$ cat config.mk
export PLATFORM = sky130hd
export DESIGN_NAME = fetch_unit
export DESIGN_NICKNAME = d
export VERILOG_FILES = /design/src/rtl/fetch_unit.sv
export SDC_FILE = /design/constraint.sdc
export NUM_CORES = 1
export LEC_CHECK = 0
export CORE_AREA = 2 2 133 135
export CTS_BUF_LIST = sky130_fd_sc_hd__clkbuf_16
export DETAILED_ROUTE_END_ITERATION = 6
export DIE_AREA = 0 0 135 137
export PLACE_DENSITY_LB_ADDON = 0.3
export SKIP_LAST_GASP = 1
export SYNTH_ARGS = -nofsm -noshare
export SYNTH_HDL_FRONTEND = slang
export SYNTH_SLANG_ARGS = --single-unit
export TNS_END_PERCENT = 50
$ cat constraint.sdc
create_clock -name clk -period 3.7 [get_ports clk]
set_input_delay 0.555 -clock clk [delete_from_list [all_inputs] [get_ports clk]]
set_output_delay 0.555 -clock clk [all_outputs]
set_load 0.01 [all_outputs]
$ cat src/rtl/fetch_unit.sv
// Instruction-fetch stage: owns the PC, keeps one instruction-memory request
// outstanding at a time, and owns the IF/ID pipeline register. Handles
// stall, flush and branch redirect, and discards fetches made stale by a
// redirect while they were still in flight.
module fetch_unit #(
  parameter logic [31:0] RESET_PC = 32'h0000_0000,
  parameter logic [31:0] NOP_INST = 32'h0000_0013
) (
  input  logic        clk,
  input  logic        rst_n,
  input  logic        pc_en,
  input  logic        fd_en,
  input  logic        fd_stall,
  input  logic        fd_flush,
  input  logic        redirect_valid,
  input  logic [31:0] redirect_pc,
  output logic        imem_req,
  output logic [31:0] imem_addr,
  input  logic        imem_ack,
  input  logic [31:0] imem_rdata,
  output logic [31:0] pc_IF_ID,
  output logic [31:0] inst_IF_ID,
  output logic        valid_IF_ID
);

  // FETCH: request pc; KILL: request still in flight but its data is stale;
  // HOLD: no request, one fetched instruction parked in the buffer.
  typedef enum logic [1:0] {
    S_FETCH = 2'd0,
    S_KILL  = 2'd1,
    S_HOLD  = 2'd2
  } state_t;

  state_t      state_q, state_d;
  logic [31:0] pc_q, pc_d;
  logic [31:0] redir_q, redir_d;
  logic [31:0] buf_inst_q, buf_inst_d;

  logic        accept;
  logic        xfer;
  logic [31:0] tgt_pc;
  logic        deliver;
  logic [31:0] dlv_inst;

  assign accept = pc_en & fd_en & ~fd_stall;
  assign xfer   = imem_req & imem_ack;
  // Low address bits of a redirect target are ignored so fetches stay word aligned.
  assign tgt_pc = redirect_pc & 32'hFFFF_FFFC;

  // State register: control state, PC and the IF/ID register (reset values apply)
  always_ff @(posedge clk) begin
    if (!rst_n) begin
      state_q     <= S_FETCH;
      pc_q        <= RESET_PC;
      pc_IF_ID    <= 32'h0000_0000;
      inst_IF_ID  <= NOP_INST;
      valid_IF_ID <= 1'b0;
    end else begin
      state_q <= state_d;
      pc_q    <= pc_d;
      if (fd_flush && fd_en) begin
        pc_IF_ID    <= 32'h0000_0000;
        inst_IF_ID  <= NOP_INST;
        valid_IF_ID <= 1'b0;
      end else if (fd_stall || !fd_en) begin
        pc_IF_ID    <= pc_IF_ID;
        inst_IF_ID  <= inst_IF_ID;
        valid_IF_ID <= valid_IF_ID;
      end else if (deliver) begin
        pc_IF_ID    <= pc_q;
        inst_IF_ID  <= dlv_inst;
        valid_IF_ID <= 1'b1;
      end else begin
        inst_IF_ID  <= NOP_INST;
        valid_IF_ID <= 1'b0;
      end
    end
  end

  // Datapath holding registers: only meaningful in KILL/HOLD, so no reset
  always_ff @(posedge clk) begin
    redir_q    <= redir_d;
    buf_inst_q <= buf_inst_d;
  end

  // Next-state logic: fetch FSM transitions, PC update and delivery decision
  always_comb begin
    state_d    = state_q;
    pc_d       = pc_q;
    redir_d    = redir_q;
    buf_inst_d = buf_inst_q;
    deliver    = 1'b0;
    dlv_inst   = imem_rdata;
    case (state_q)
      S_FETCH: begin
        if (xfer) begin
          if (redirect_valid) begin
            pc_d = tgt_pc;
          end else if (accept) begin
            deliver = 1'b1;
            pc_d    = pc_q + 32'd4;
          end else begin
            // The buffered instruction's pc is pc_q, which does not move in HOLD.
            buf_inst_d = imem_rdata;
            state_d    = S_HOLD;
          end
        end else if (redirect_valid) begin
          // Address must stay put until the ack; remember where to go next.
          redir_d = tgt_pc;
          state_d = S_KILL;
        end
      end
      S_KILL: begin
        if (redirect_valid) begin
          redir_d = tgt_pc;
        end
        if (xfer) begin
          pc_d    = redirect_valid ? tgt_pc : redir_q;
          state_d = S_FETCH;
        end
      end
      S_HOLD: begin
        if (redirect_valid) begin
          pc_d    = tgt_pc;
          state_d = S_FETCH;
        end else if (accept) begin
          deliver  = 1'b1;
          dlv_inst = buf_inst_q;
          pc_d     = pc_q + 32'd4;
          state_d  = S_FETCH;
        end
      end
      default: begin
        state_d = S_FETCH;
      end
    endcase
  end

  // Output logic: request while fetching or killing, never during reset
  always_comb begin
    imem_req  = rst_n && (state_q != S_HOLD);
    imem_addr = pc_q;
  end

endmodule

==> flow_metrics.py <==
metrics = {
    "setup_path": {
        "timing.critical_path.mode_cell": "sky130_fd_sc_hd__nand2b_1",
        "worstPathRequired_ns": 4.03,
        "critical_path.startpoint_type": "flop",
        "timing.critical_path.slowest_cell_delay_ns": 0.61,
        "timing.setup.critical_path_class": "reg -> reg",
        "worstRegToRegCells": 5,
        "critPathSlowestCell": "sky130_fd_sc_hd__dfxtp_1",
        "crit_path_cell_trace": "nand2b_1 -> nand2b_1 -> a21boi_0 -> o311ai_0 -> o311ai_1",
        "critical_path.reg2reg.endpoint": "imem_addr[25]$_SDFFE_PN0P_",
        "rr_startpoint": "state_q[1]$_SDFFE_PN0P_",
        "reg2reg_slack_ns": 0.98,
        "crit_family": "simple AND/OR/NAND/NOR gates",
        "timing.critical_path.arrival_ns": 3.04,
        "crit_fanout": 15,
        "crit_end_element": "flop",
        "cp.buffers_inverters": 0,
    },
    "timing": {
        "max_freq_mhz": 367.9,
        "max_slew.worst_pin.slew_ns": 0.8247,
        "finalSetupTns_ns": 0,
        "max_slew_margin_pct": 44.82,
        "slew_limit_fails": 0,
        "min_period_ns": 2.718,
        "setup_skew_after_layout_ns": 0.009665,
        "finalCritPeriodShare_pct": 73.47,
        "timing.final.hold_violations": 0,
        "grt_setup_unrepaired": "false",
        "setup_violating_endpoint_count_in_the_final_report": 0,
    },
    "yosys": {
        "synthesis.nets": 822,
        "synth_area_leaders": "sky130_fd_sc_hd__dfxtp_1, sky130_fd_sc_hd__edfxtp_1, sky130_fd_sc_hd__mux2_2",
        "yosys-top-cells-count": "sky130_fd_sc_hd__nand2_1, sky130_fd_sc_hd__dfxtp_1, sky130_fd_sc_hd__o21ai_0",
        "synth_cells": 749,
        "unique_masters_post_synth": 58,
        "synth-seq-area-share_pct": 52.07,
        "synth_enable_flop_cells": 64,
        "mappedNetlistArea_sq_mm": 0.007497,
        "number_of_flip_flops_and_latches_in_the_synthesized_netlist": 163,
        "ys_warn_count": 0,
        "synthMostInstantiatedCell": "sky130_fd_sc_hd__nand2_1",
        "synth_top_area_cell": "sky130_fd_sc_hd__dfxtp_1",
        "main_synth_ff_type": "sky130_fd_sc_hd__dfxtp_1",
        "synth_area_per_cell_sq_um": 10.01,
        "netlist.area_leader.share_pct": 26.44,
        "ys_async_sr_fraction_pct": 0,
    },
    "global_route": {
        "grt_pass1_wl_mm": 31.17,
        "track_usage_pct": 21.65,
        "grt_max_degree": 50,
        "number_of_global_route_vias_before_repair": 5810,
        "antenna_found_initial": 0,
        "global_route.overflow_total": 0,
    },
    "placed_design": {
        "port-buffer-count": 167,
        "dp_cells": 1107,
        "dpl.hpwl_mm": 13.88,
        "gpl.final_weighted_congestion": 0.8394,
    },
    "pwr": {
        "net_sw_power_mw": 1.056,
        "power_density_mw_per_mm2": 421.5,
        "leakage_nw": 3.638,
        "share_comb_of_total_power_pct": 9.5,
        "power_report.internal_total_mw": 3.159,
        "seqPwrFrac_pct": 47.7,
        "maximum_ir_drop_on_the_vdd_rail_uv": 333.6,
        "power.clock.fraction_pct": 42.8,
        "switching_share_pct": 25.06,
    },
    "clocking": {
        "clock_pin_slew_on_the_worst_setup_and_hold_paths_ns": 0.07,
        "worst_skew_pair.late_latency_ns": 0.43,
        "cts_root_buf": "sky130_fd_sc_hd__clkbuf_16",
        "max-clock-path-buffers": 2,
        "htree_num_levels": 4,
        "tritoncts": "done",
        "clock_sink_count": 163,
        "post_cts_resized": 0,
        "cts.hold.buffers_added": 0,
        "cts_buffers": 17,
        "cts_setup_buffers": 0,
    },
    "finish": {
        "layout-drive-gt1-share_pct": 13.13,
        "finish.net_count": 974,
        "antenna-diode-count": 0,
        "fillerInstances": 1515,
        "multi_input_area_sq_mm": 0.003321,
        "flow.area_growth_from_synthesis_pct": 33.38,
        "layout.area.seq_sq_mm": 0.003904,
        "instances_no_fill": 1139,
    },
    "floorplan": {
        "starting_density_of_the_core_pct": 43.96,
        "chipWidth_um": 135,
        "die_area_sq_mm": 0.01850,
        "placement_rows": 48,
        "chipHeight_um": 137,
        "core_area_sq_mm": 0.01706,
        "io_pins": 170,
    },
    "hold_path": {
        "hp-start": "inst_IF_ID[2]$_SDFFE_PP0N_",
        "hold_path.class": "reg -> reg",
        "instance_count_along_the_most_critical_hold_path": 2,
        "worstHoldEndpoint": "inst_IF_ID[2]$_SDFFE_PP0N_",
    },
    "route": {
        "detail_route.vias_per_cell": 5.467,
        "route.antenna.remaining_nets": 0,
        "total_number_of_vias": 6227,
        "remaining_drc_errors": 0,
        "drt-wirelength-per-cell_um": 17.67,
        "first_pass_iters": 5,
        "drt-total-wl_mm": 20.13,
        "drt-initial-drc-count": 455,
    },
    "flow_run": {
        "max-cap-violations": 0,
    },
    "status": {
        "outcome": "finished, final reports clean",
    },
}
-- cell usage in the layout (no fill, tap or decap), types with 3 or more instances in the layout --
master	instances
sky130_fd_sc_hd__nor2_1	13
sky130_fd_sc_hd__edfxtp_1	64
sky130_fd_sc_hd__dfxtp_1	99
sky130_fd_sc_hd__nand2b_1	7
sky130_fd_sc_hd__o311ai_0	3
sky130_fd_sc_hd__a21o_1	3
sky130_fd_sc_hd__inv_6	5
sky130_fd_sc_hd__clkdlybuf4s50_1	166
sky130_fd_sc_hd__a21oi_1	52
sky130_fd_sc_hd__o31ai_1	7
sky130_fd_sc_hd__a221o_1	4
sky130_fd_sc_hd__inv_8	5
sky130_fd_sc_hd__nor4_1	4
sky130_fd_sc_hd__nor3_1	8
sky130_fd_sc_hd__o21ai_0	68
sky130_fd_sc_hd__mux2_2	53
sky130_fd_sc_hd__o311ai_1	3
sky130_fd_sc_hd__nor4b_1	5
sky130_fd_sc_hd__a22oi_1	5
sky130_fd_sc_hd__nand3_1	16
sky130_fd_sc_hd__buf_4	20
sky130_fd_sc_hd__o211ai_1	7
sky130_fd_sc_hd__or3_1	3
sky130_fd_sc_hd__nor2b_1	10
sky130_fd_sc_hd__and2_1	4
sky130_fd_sc_hd__and3_1	5
sky130_fd_sc_hd__clkbuf_16	18
sky130_fd_sc_hd__a21boi_0	14
sky130_fd_sc_hd__mux2i_1	34
sky130_fd_sc_hd__nand4_1	9
sky130_fd_sc_hd__a22o_1	8
sky130_fd_sc_hd__a221oi_1	4
sky130_fd_sc_hd__nand2_1	125
sky130_fd_sc_hd__inv_1	19
sky130_fd_sc_hd__a31oi_1	8
-- registers in the layout (all words and copies together) (netlist names) --
| signal | count |
|---|---|
| redir_q | 32 |
| state_q | 2 |
| inst_IF_ID | 32 |
| valid_IF_ID | 1 |
| buf_inst_q | 32 |
| imem_addr | 32 |
| pc_IF_ID | 32 |
-- metal layers --
layer  vias up  global-route usage, %  wire length, um
met5         -                      0                0
li1       3044                      -                -
met1      2926                  30.68             9286
met2       234                  32.74             9134
met4         0                  5.903              261
met3        23                  5.778             1447
-- how the worst max path moves through the flow --
stage	startpoint	end	slack [ns]	cells after the start
2_1_floorplan	rst_n	inst_IF_ID[21]$_SDFFE_PP0N_	0.27	7
4_1_cts	state_q[1]$_SDFFE_PN0P_	imem_addr[29]$_SDFFE_PN0P_	0.99	5
3_3_place_gp	fd_en	imem_addr[25]$_SDFFE_PN0P_	0.81	6
5_1_grt	state_q[1]$_SDFFE_PN0P_	imem_addr[29]$_SDFFE_PN0P_	0.75	5
6_report	state_q[1]$_SDFFE_PN0P_	imem_addr[25]$_SDFFE_PN0P_	0.98	5
3_5_place_dp	fd_en	imem_addr[25]$_SDFFE_PN0P_	0.76	6
-- cell type report --
class | count | area share [%]
Sequential cell | 163 | 39.04
Multi-Input combinational cell | 513 | 33.21
Timing Repair Buffer | 187 | 18.17
Clock buffer | 18 | 4.505
Tap cell | 225 | 2.815
Clock inverter | 14 | 1.552
Inverter | 19 | 0.7132
-- worst reg2reg max path, delay by kind of cell, from the launching register on --
kind,cells,cell delay (ns)
flops,1,0.61
compound gates,3,0.93
simple gates,2,1.07
-- stage by stage --
step                hold slack (ns)  setup slack [ns]  util (%)  cell area (sq um)  total power, mW
floorplan                    0.4805            0.2706         -               7497            2.251
global placement             0.4331            0.8138     55.08               9394            2.440
detailed placement           0.4408            0.7553     55.08               9394            2.448
CTS                          0.4428            0.9913     58.63              10000            4.249
global route                 0.4634            0.7517     58.63              10000            4.359
finish                       0.4540            0.9817     58.63              10000            4.215
-- cell families after synthesis --
| kind of cell | share of synthesized area (%) |
|---|---|
| AO/OA/AOI/OAI | 16.69 |
| adder cells (fa/ha/maj) | 0.1669 |
| buffers and inverters | 3.955 |
| flip-flops | 52.07 |
| multiplexers | 12.50 |
| AND/OR/NAND/NOR | 14.62 |
-- power groups by stage --
stage,clock network (mW),registers (mW),logic (mW)
5_1_grt,1.90,2.02,0.436
2_1_floorplan,0,2.04,0.214
4_1_cts,1.84,2.01,0.402
3_5_place_dp,0,2.05,0.399
6_report,1.80,2.01,0.400
3_3_place_gp,0,2.05,0.393
No activity file was read; power rests on OpenSTA's default activity.
